$ cat src/rtl/fetch_if.sv
// Fetch-side bus: instruction memory port, redirect/halt from execute,
// and the decode-facing valid/ready instruction stream.
interface fetch_if;
    logic [31:0] imem_addr;
    logic [31:0] imem_instr;
    logic        redirect;
    logic [31:0] redirect_pc;
    logic        halt;
    logic        instr_valid;
    logic [31:0] instr;
    logic [31:0] instr_pc;
    logic        instr_ready;
    logic        halted;

    modport master (
        output imem_addr,
        input  imem_instr,
        input  redirect,
        input  redirect_pc,
        input  halt,
        output instr_valid,
        output instr,
        output instr_pc,
        input  instr_ready,
        output halted
    );

    modport slave (
        input  imem_addr,
        output imem_instr,
        output redirect,
        output redirect_pc,
        output halt,
        input  instr_valid,
        input  instr,
        input  instr_pc,
        output instr_ready,
        input  halted
    );
endinterface

$ cat src/rtl/fetch_sequencer.sv
// Instruction-fetch controller: one outstanding fixed-latency imem read at a
// time, results queued in a small circular prefetch buffer toward decode.
module fetch_sequencer #(
    parameter logic [31:0] RESET_PC = 32'd0,
    parameter int          READ_LAT = 2,
    parameter int          DEPTH    = 2
) (
    input logic      clk,
    input logic      reset,
    fetch_if.master  fif
);

    localparam int PW = $clog2(DEPTH);
    localparam int CW = $clog2(DEPTH + 1);

    typedef enum logic [1:0] {S_FETCH, S_WAIT, S_HALTED} state_t;
    typedef logic [PW-1:0] ptr_t;

    state_t        state, state_next;
    logic [31:0]   pc;
    logic [31:0]   addr_q;
    logic [3:0]    lat_cnt;
    ptr_t          head, tail;
    logic [CW-1:0] count;
    logic [31:0]   buf_instr [DEPTH];
    logic [31:0]   buf_pc    [DEPTH];

    logic has_space, issue, capture, pop, valid;

    function automatic ptr_t ptr_inc(input ptr_t p);
        return (p == ptr_t'(DEPTH - 1)) ? '0 : p + ptr_t'(1);
    endfunction

    // NOTE: sequential state uses non-blocking assignments so every register
    // samples pre-edge values regardless of process ordering.
    always_ff @(posedge clk) begin
        if (reset) state <= S_FETCH;
        else       state <= state_next;
    end

    // NOTE: every variable gets a default at the top of a combinational block,
    // so no path through it can leave a latch behind.
    always_comb begin
        state_next = state;
        if (fif.redirect) begin
            state_next = S_FETCH;
        end else begin
            unique case (state)
                S_FETCH:  if (fif.halt)          state_next = S_HALTED;
                          else if (has_space)    state_next = S_WAIT;
                S_WAIT:   if (lat_cnt == 4'd1)   state_next = fif.halt ? S_HALTED : S_FETCH;
                S_HALTED: if (!fif.halt)         state_next = S_FETCH;
                default:                         state_next = S_FETCH;
            endcase
        end
    end

    // Redirect abandons any in-flight read, so it masks both issue and capture.
    always_comb begin
        valid     = (count != '0);
        has_space = (count < CW'(DEPTH));
        issue     = 1'b0;
        capture   = 1'b0;
        if (!fif.redirect) begin
            issue   = (state == S_FETCH) && !fif.halt && has_space;
            capture = (state == S_WAIT) && (lat_cnt == 4'd1);
        end
        pop = valid && fif.instr_ready;
    end

    assign fif.imem_addr   = addr_q;
    assign fif.instr_valid = valid;
    assign fif.instr       = buf_instr[head];
    assign fif.instr_pc    = buf_pc[head];
    assign fif.halted      = (state == S_HALTED);

    always_ff @(posedge clk) begin
        if (reset) begin
            pc      <= RESET_PC;
            addr_q  <= RESET_PC;
            lat_cnt <= '0;
            head    <= '0;
            tail    <= '0;
            count   <= '0;
            // NOTE: the buffer storage is reset because the head entry is
            // visible on instr/instr_pc and must read as zero after reset.
            for (int i = 0; i < DEPTH; i++) begin
                buf_instr[i] <= '0;
                buf_pc[i]    <= '0;
            end
        end else if (fif.redirect) begin
            pc      <= fif.redirect_pc & ~32'd3;
            lat_cnt <= '0;
            head    <= '0;
            tail    <= '0;
            count   <= '0;
        end else begin
            if (issue) begin
                addr_q  <= pc;
                lat_cnt <= 4'(READ_LAT);
            end else if (state == S_WAIT) begin
                lat_cnt <= lat_cnt - 4'd1;
            end

            if (capture) begin
                buf_instr[tail] <= fif.imem_instr;
                buf_pc[tail]    <= addr_q;
                tail            <= ptr_inc(tail);
                pc              <= pc + 32'd4;
            end

            if (pop) head <= ptr_inc(head);

            unique case ({capture, pop})
                2'b10:   count <= count + CW'(1);
                2'b01:   count <= count - CW'(1);
                default: count <= count;
            endcase
        end
    end

endmodule

$ cat src/flat_wrapper.sv
// flat-port wrapper written by rule: the top's interface ports become plain ports
module fetch_sequencer_flat 
#(
    parameter logic [31:0] RESET_PC = 32'd0,
    parameter int          READ_LAT = 2,
    parameter int          DEPTH    = 2
)
  (clk, reset, fif_imem_addr, fif_imem_instr, fif_redirect, fif_redirect_pc, fif_halt, fif_instr_valid, fif_instr, fif_instr_pc, fif_instr_ready, fif_halted);
  fetch_if fif_i ();
  input logic clk;
  input logic reset;
  output wire logic [$bits(fif_i.imem_addr)-1:0] fif_imem_addr;
  input wire logic [$bits(fif_i.imem_instr)-1:0] fif_imem_instr;
  input wire logic [$bits(fif_i.redirect)-1:0] fif_redirect;
  input wire logic [$bits(fif_i.redirect_pc)-1:0] fif_redirect_pc;
  input wire logic [$bits(fif_i.halt)-1:0] fif_halt;
  output wire logic [$bits(fif_i.instr_valid)-1:0] fif_instr_valid;
  output wire logic [$bits(fif_i.instr)-1:0] fif_instr;
  output wire logic [$bits(fif_i.instr_pc)-1:0] fif_instr_pc;
  input wire logic [$bits(fif_i.instr_ready)-1:0] fif_instr_ready;
  output wire logic [$bits(fif_i.halted)-1:0] fif_halted;
  assign fif_imem_addr = fif_i.imem_addr;
  assign fif_i.imem_instr = fif_imem_instr;
  assign fif_i.redirect = fif_redirect;
  assign fif_i.redirect_pc = fif_redirect_pc;
  assign fif_i.halt = fif_halt;
  assign fif_instr_valid = fif_i.instr_valid;
  assign fif_instr = fif_i.instr;
  assign fif_instr_pc = fif_i.instr_pc;
  assign fif_i.instr_ready = fif_instr_ready;
  assign fif_halted = fif_i.halted;
  fetch_sequencer #(.RESET_PC(RESET_PC), .READ_LAT(READ_LAT), .DEPTH(DEPTH)) u_core (.clk(clk), .reset(reset), .fif(fif_i));
endmodule
$ cat config.mk
export PLATFORM = sky130hd
export DESIGN_NAME = fetch_sequencer_flat
export DESIGN_NICKNAME = d
export VERILOG_FILES = /design/src/rtl/fetch_if.sv /design/src/rtl/fetch_sequencer.sv /design/src/flat_wrapper.sv
export SDC_FILE = /design/constraint.sdc
export NUM_CORES = 1
export LEC_CHECK = 0
export CORE_MARGIN = 2
export CORE_UTILIZATION = 52
export CTS_CLUSTER_DIAMETER = 40
export DETAILED_ROUTE_END_ITERATION = 10
export HOLD_SLACK_MARGIN = 0.02
export PLACE_DENSITY = 0.77
export SETUP_SLACK_MARGIN = 0.3
export SYNTH_ARGS = -nofsm -noshare
export SYNTH_HDL_FRONTEND = slang
export SYNTH_SLANG_ARGS = --single-unit
$ cat constraint.sdc
create_clock -name clk -period 5.23 [get_ports clk]
set_clock_uncertainty 0.15 [all_clocks]
set_input_delay 0.7845 -clock clk [delete_from_list [all_inputs] [get_ports clk]]
set_output_delay 0.7845 -clock clk [all_outputs]
set_load 0.02 [all_outputs]
* Word-level counts from Yosys, hierarchy flattened
Memory sizes are Yosys's and may differ from the RTL's. A register that Yosys moved wholly into a read port is not among the register bits.
Index checks and enable logic that the tools add are counted.
** Word-level totals
- Flip-flop bits (word level) :: 74
- Latch bits :: 0
- Memory bits (writable) :: 128
- Memory bits (read-only) :: 0
- Input bits :: 69
- Output and inout port bits :: 98
- Word-level logic and storage cells :: 74
- Memories :: 2
** Operators by class
- Add/subtract/negate cells :: 6
- Multiply operators :: 0
- Div/mod/pow operators :: 0
- Order comparisons :: 1
- Equality and inequality tests :: 8
- Shift-type cells :: 0
- Mux-type cells :: 31
- Bitwise logic cells :: 1
- Reductions and logical operators :: 16
** Memories
- u_core.buf_instr :: words 2, width 32, read ports 1, clocked after memory_dff 1, wr ports 2, line fetch_sequencer.sv:25 : logic [31:0] buf_instr [DEPTH];
- u_core.buf_pc :: words 2, width 32, read ports 1, clocked after memory_dff 1, wr ports 2, line fetch_sequencer.sv:26 : logic [31:0] buf_pc [DEPTH];
** Operators with widths (count)
- two-way mux 32 bit :: 4
- OR reduction 32 bit :: 2
- adder 32 x 3 -> 32 bit, second input constant :: 1
- two-way mux 1 bit :: 18
- two-way mux 2 bit :: 7
- nonzero test 2 bit :: 4
- case mux 2 bit (3 select lines) :: 1
- == test 2 x 1 -> 1 bit, second input constant :: 2
- == test 2 bit, second input constant :: 2
- == test 4 x 1 -> 1 bit, second input constant :: 1
- logical AND 1 bit :: 4
- inequality test 2 bit, second input constant :: 2
- case mux 2 bit (2 select lines) :: 1
- subtractor 4 x 1 -> 4 bit, second input constant :: 1
- inequality test 3 x 2 -> 1 bit, second input constant :: 1
- AND reduction 3 bit :: 1
- OR reduction 3 bit :: 1
- adder 1 bit, second input constant :: 2
- adder 2 x 1 -> 2 bit, second input constant :: 1
- logical NOT 2 bit :: 1
- < comparator 2 bit, second input constant :: 1
- AND reduction 2 bit :: 1
- OR reduction 2 bit :: 1
- subtractor 2 x 1 -> 2 bit, second input constant :: 1
- 2 further kinds :: 2

* Depth between registers and ports, before layout
- Word-level depth :: 9
- Gate-level depth with buffers :: 9
- Gate-level depth less buffers :: 8

* Least setup slack after synthesis
No wires, ideal clock.
- Path kind :: reg-to-reg
- Start :: register u_core.lat_cnt[0]
- End :: memory u_core.buf_instr[0][0], enable pin
- Library setup time :: 495 ps
- Data arrival time :: 4185 ps
- Required time :: 4585 ps
- Path slack :: 400 ps
- Stages on the path, launching flop included :: 5
- Path buffers :: 0
- Period minus slack after synthesis :: 4830 ps
- Cells stage by stage :: dfxtp_1 ha_1 nor3b_1 nand3_1 o21bai_1
** RTL lines
- from (decl) :: line fetch_sequencer.sv:22 : logic [3:0] lat_cnt;
- from (signal assigned) :: line fetch_sequencer.sv:100 : lat_cnt <= 4'(READ_LAT);
- from (signal assigned) :: line fetch_sequencer.sv:102 : lat_cnt <= lat_cnt - 4'd1;
- to (decl) :: line fetch_sequencer.sv:25

==> results summary <==
The run finished with clean final reports. The worst-path maximum fanout is 33. The core occupancy in the finished layout is 68.25%. The adder and majority cell fraction of the synthesized area came out at 0.5867%. The slew at the pin with the worst max-slew slack is 0.9887 ns. The most used flip-flop cell after synthesis is edfxtp_1.

The worst hold path was traced through 2 stages. The worst setup path is of the reg -> out kind. For this block, the initial DRC count from the detailed router was 397.

The smallest setup slack after layout came out at 1.530 ns. The die extent in y came out at 132.1 um. The final critical path takes up 70.74% of the cycle. Input and output buffers added on the ports amount to 160. The number of iterations in the first detailed-routing pass is 5. The summed negative setup slack over all endpoints is 0 ns.

The aggregate global routing overflow came out at 0. The filler-free cell count of the finished design came out at 1099. Walking the worst path, the cells encountered are buf_4, mux2_2, clkdlybuf4s50_1. The shortest clock period the worst path allows after layout came out at 3.700 ns. Timing would allow up to 270.3 MHz. The clock transition time at the flip-flop clock pins of the worst setup and hold paths is 0.06 ns. TritonCTS built the clock tree. The number of antenna violations at the first check in global routing is 0.

The region available for standard cell placement spans 15940 um2. STA puts the critical path data arrival time at 2.77 ns. Gates resized during post-CTS repair numbered 0. The reported leakage power is 3.956 nW. Once the floorplan was initialized, standard cells occupied 53.51% of the core.

Setup repair after global routing left no endpoint under its margin. The number of cells traversed by the worst register-to-register path came out at 6. The placed instances occupy a cell area of 10320 um2. The final route contains 5851 vias. The worst hold path terminates at u_core.tail.

Clock tree synthesis inserted a total of 17 buffers. STA classifies the critical path endpoint as an output port. The maximum number of pins on one net before global-route repair is 64. The cell area power density came out at 296.7 nW/um2. The row count came out at 46.

The count of nets left with antenna violations once routing finished came out at 0. The post-route cell area is 10880 um2. Among all stages on the critical path, the largest delay is contributed by dfxtp_2. The number of warning messages in the yosys log is 0. The clock tree root buffer cell is clkbuf_16. The number of synthesized register bits is 195. The routed wire length per instance came out at 16.57 um.

The worst ir drop on vdd is 0.2521 mV. The floorplan die width is 132.1 um. The H-tree generated during clock tree synthesis spans 4 levels. The latest clock arrival within the worst-skew pair came out at 0.43 ns.

The number of fill cells is 1154. The number of synthesized flops with an enable pin is 124. The endpoint of the worst register-to-register path is u_core.buf_instr[1][25]. The post-CTS setup buffer count came out at 0. The number of clock sinks came out at 195. The final hold slack is 0.3204 ns. Setup violations remaining at the end of the flow were counted as 0. The path class of the tightest hold or removal check is reg -> reg. After detailed placement, the design holds a cell count of 1067. The startpoint identified for the worst hold timing path is u_core.tail. The startpoint identified for the worst register-to-register timing path is u_core.lat_cnt[0]. The number of hold buffers added after cts is 0. The global-route usage over all layers is 21.10%. The via count of the first global-routing pass is 5752.

The share of final-layout standard cells stronger than drive strength 1 came out at 12.80%. The mapped cell area came out at 8531 um2. The required arrival time at the worst endpoint came out at 4.30 ns. Summing internal, switching and leakage power gives 3.229 mW. The first-pass GRT wire length is 29090 um. The multiplexer share of the synthesized area is 9.123%. The basic-gate share of the synthesized area counting and, or, nand and nor cells is 19.14%. The area overhead of the layout relative to synthesis came out at 27.56%. The post-synthesis xor/xnor area fraction came out at 3.080%. The final RePlAce weighted congestion came out at 0.8380. The remaining max-slew budget at the tightest pin is 34.08%. Sequential cells were found to cover 60.31% of the synthesized design area.

The cell count after synthesis is 729. The number of distinct library cell variants in the gate-level netlist after synthesis came out at 41. The delay of the slowest critical-path stage is 0.86 ns.

At the placement stage, the worst setup path has a slack of 1.700 ns. Across the run, the number of max-cap violations was 0. In this run the deepest clock path goes through 2 buffers. The number of slew-limit violations in the final report came out at 0. Averaged over all synthesized cells, the footprint is 11.70 um2. The die area is 17450 um2. The slack of the worst reg-to-reg path came out at 1.85 ns.

The number of inserted diodes is 0. In the routed design, unresolved DRC markers number 0. The final hold violation count is 0. The final layout net count came out at 943. The I/O pin total came out at 167.

The total wire length after detailed routing is 18220 um. The fraction of registers with async set or reset after synthesis came out at 0%. The HPWL after detailed placement is 11840 um. The complex-gate fraction of the synthesized area is 4.884%. The ratio of routed vias to standard cells came out at 5.324.

By area, the combinational part of the netlist is dominated by simple AND/OR/NAND/NOR gates. STA classifies the critical path startpoint as a flop.
cell type report:
type	count	area, um2	area share, %
sequential	195	5146	47.29
multi-input combinational	477	3186	29.27
timing repair buffer	169	1677	15.41
clock buffer	18	429.2	3.944
tap	216	270.3	2.484
clock inverter	14	136.4	1.253
inverter	10	37.54	0.3449
worst max path at each step:
stage / to / cells after the start / start
floorplan: u_core.buf_instr[0][0] / 4 / u_core.lat_cnt[0]
global placement: u_core.buf_instr[1][8] / 6 / fif_redirect
detailed placement: u_core.buf_instr[1][8] / 6 / fif_redirect
CTS: fif_instr_pc[16] / 3 / flop
global route: fif_instr_pc[14] / 3 / flop
finish: fif_instr_pc[16] / 3 / flop
cells in the final DEF, fill, tap and decap left out, drive strengths merged, types with 14 or more instances in the layout:
cell and count:
mux2 62, dfxtp 71, xor2 17, edfxtp 124
nand2 74, nor2 30, clkbuf 18, and2 128
nand4 14, clkdlybuf4s50 159, a21oi 39
kinds of logic after synthesis:
| logic type | after synthesis |
|---|---|
| other cells | 1 |
| buf+inv | 60 |
| compound gates | 69 |
| xor+xnor | 30 |
| mux | 70 |
| flops | 195 |
| fa+ha+maj | 4 |
| simple gates | 300 |
sequential cells by signal, summed over array words and instances, names as in the netlist, named ones only:
signal                count
u_core.buf_instr         64
u_core.buf_pc            60
u_core.fif.imem_addr     30
u_core.pc                30
u_core.lat_cnt            4
u_core.count              2
u_core.state              2
u_core.head               1
u_core.tail               1
routing by layer:
| layer | vias to the layer above | part of all wire (%) | global-route usage, % |
|---|---|---|---|
| li1 | 2816 | - | - |
| met1 | 2793 | 44 | 27.29 |
| met2 | 220 | 48 | 35.45 |
| met3 | 22 | 5.7 | 4.614 |
| met4 | 0 | 1.7 | 6.944 |
| met5 | - | 0 | 0 |
power by group:
part           internal, mW  switching [mW]
clock network         0.699           0.548
registers              1.69          0.0375
logic                 0.127           0.129
critical path, delay by kind of cell (launching register included):
family | cells | cell delay [ns]
DFF | 1 | 0.86
muxes | 1 | 0.39
buffers and inverters | 2 | 1.07
synthesized netlist by cell type (2+ instances only):
| library cell | number | area [um2] |
|---|---|---|
| nor2b_1 | 2 | 12.51 |
| o31ai_1 | 3 | 22.52 |
| o31a_1 | 2 | 17.52 |
| dfxtp_1 | 71 | 1421 |
| nand3_1 | 13 | 65.06 |
| a21oi_1 | 39 | 195.2 |
| xnor2_1 | 13 | 113.9 |
| and3_1 | 7 | 43.79 |
| and4_1 | 3 | 26.28 |
| edfxtp_1 | 124 | 3724 |
| inv_1 | 10 | 37.54 |
| xor2_1 | 17 | 148.9 |
| or2_2 | 4 | 25.02 |
| nor4_1 | 6 | 37.54 |
| buf_4 | 4 | 30.03 |
| nand2_1 | 74 | 277.8 |
| nand3b_1 | 2 | 15.01 |
| nor2_1 | 30 | 112.6 |
| o21ai_0 | 4 | 20.02 |
| a311oi_1 | 4 | 35.03 |
| and2_1 | 128 | 800.8 |
| a211oi_1 | 11 | 82.58 |
| mux2i_1 | 8 | 80.08 |
| ha_1 | 4 | 50.05 |
| nor3_1 | 8 | 40.04 |
| nand4_1 | 13 | 81.33 |
| o21a_1 | 3 | 22.52 |
| mux2_2 | 62 | 698.2 |
| clkbuf_1 | 45 | 168.9 |
| or4_1 | 4 | 30.03 |
Note: power is estimated with default switching activity, not from simulation.
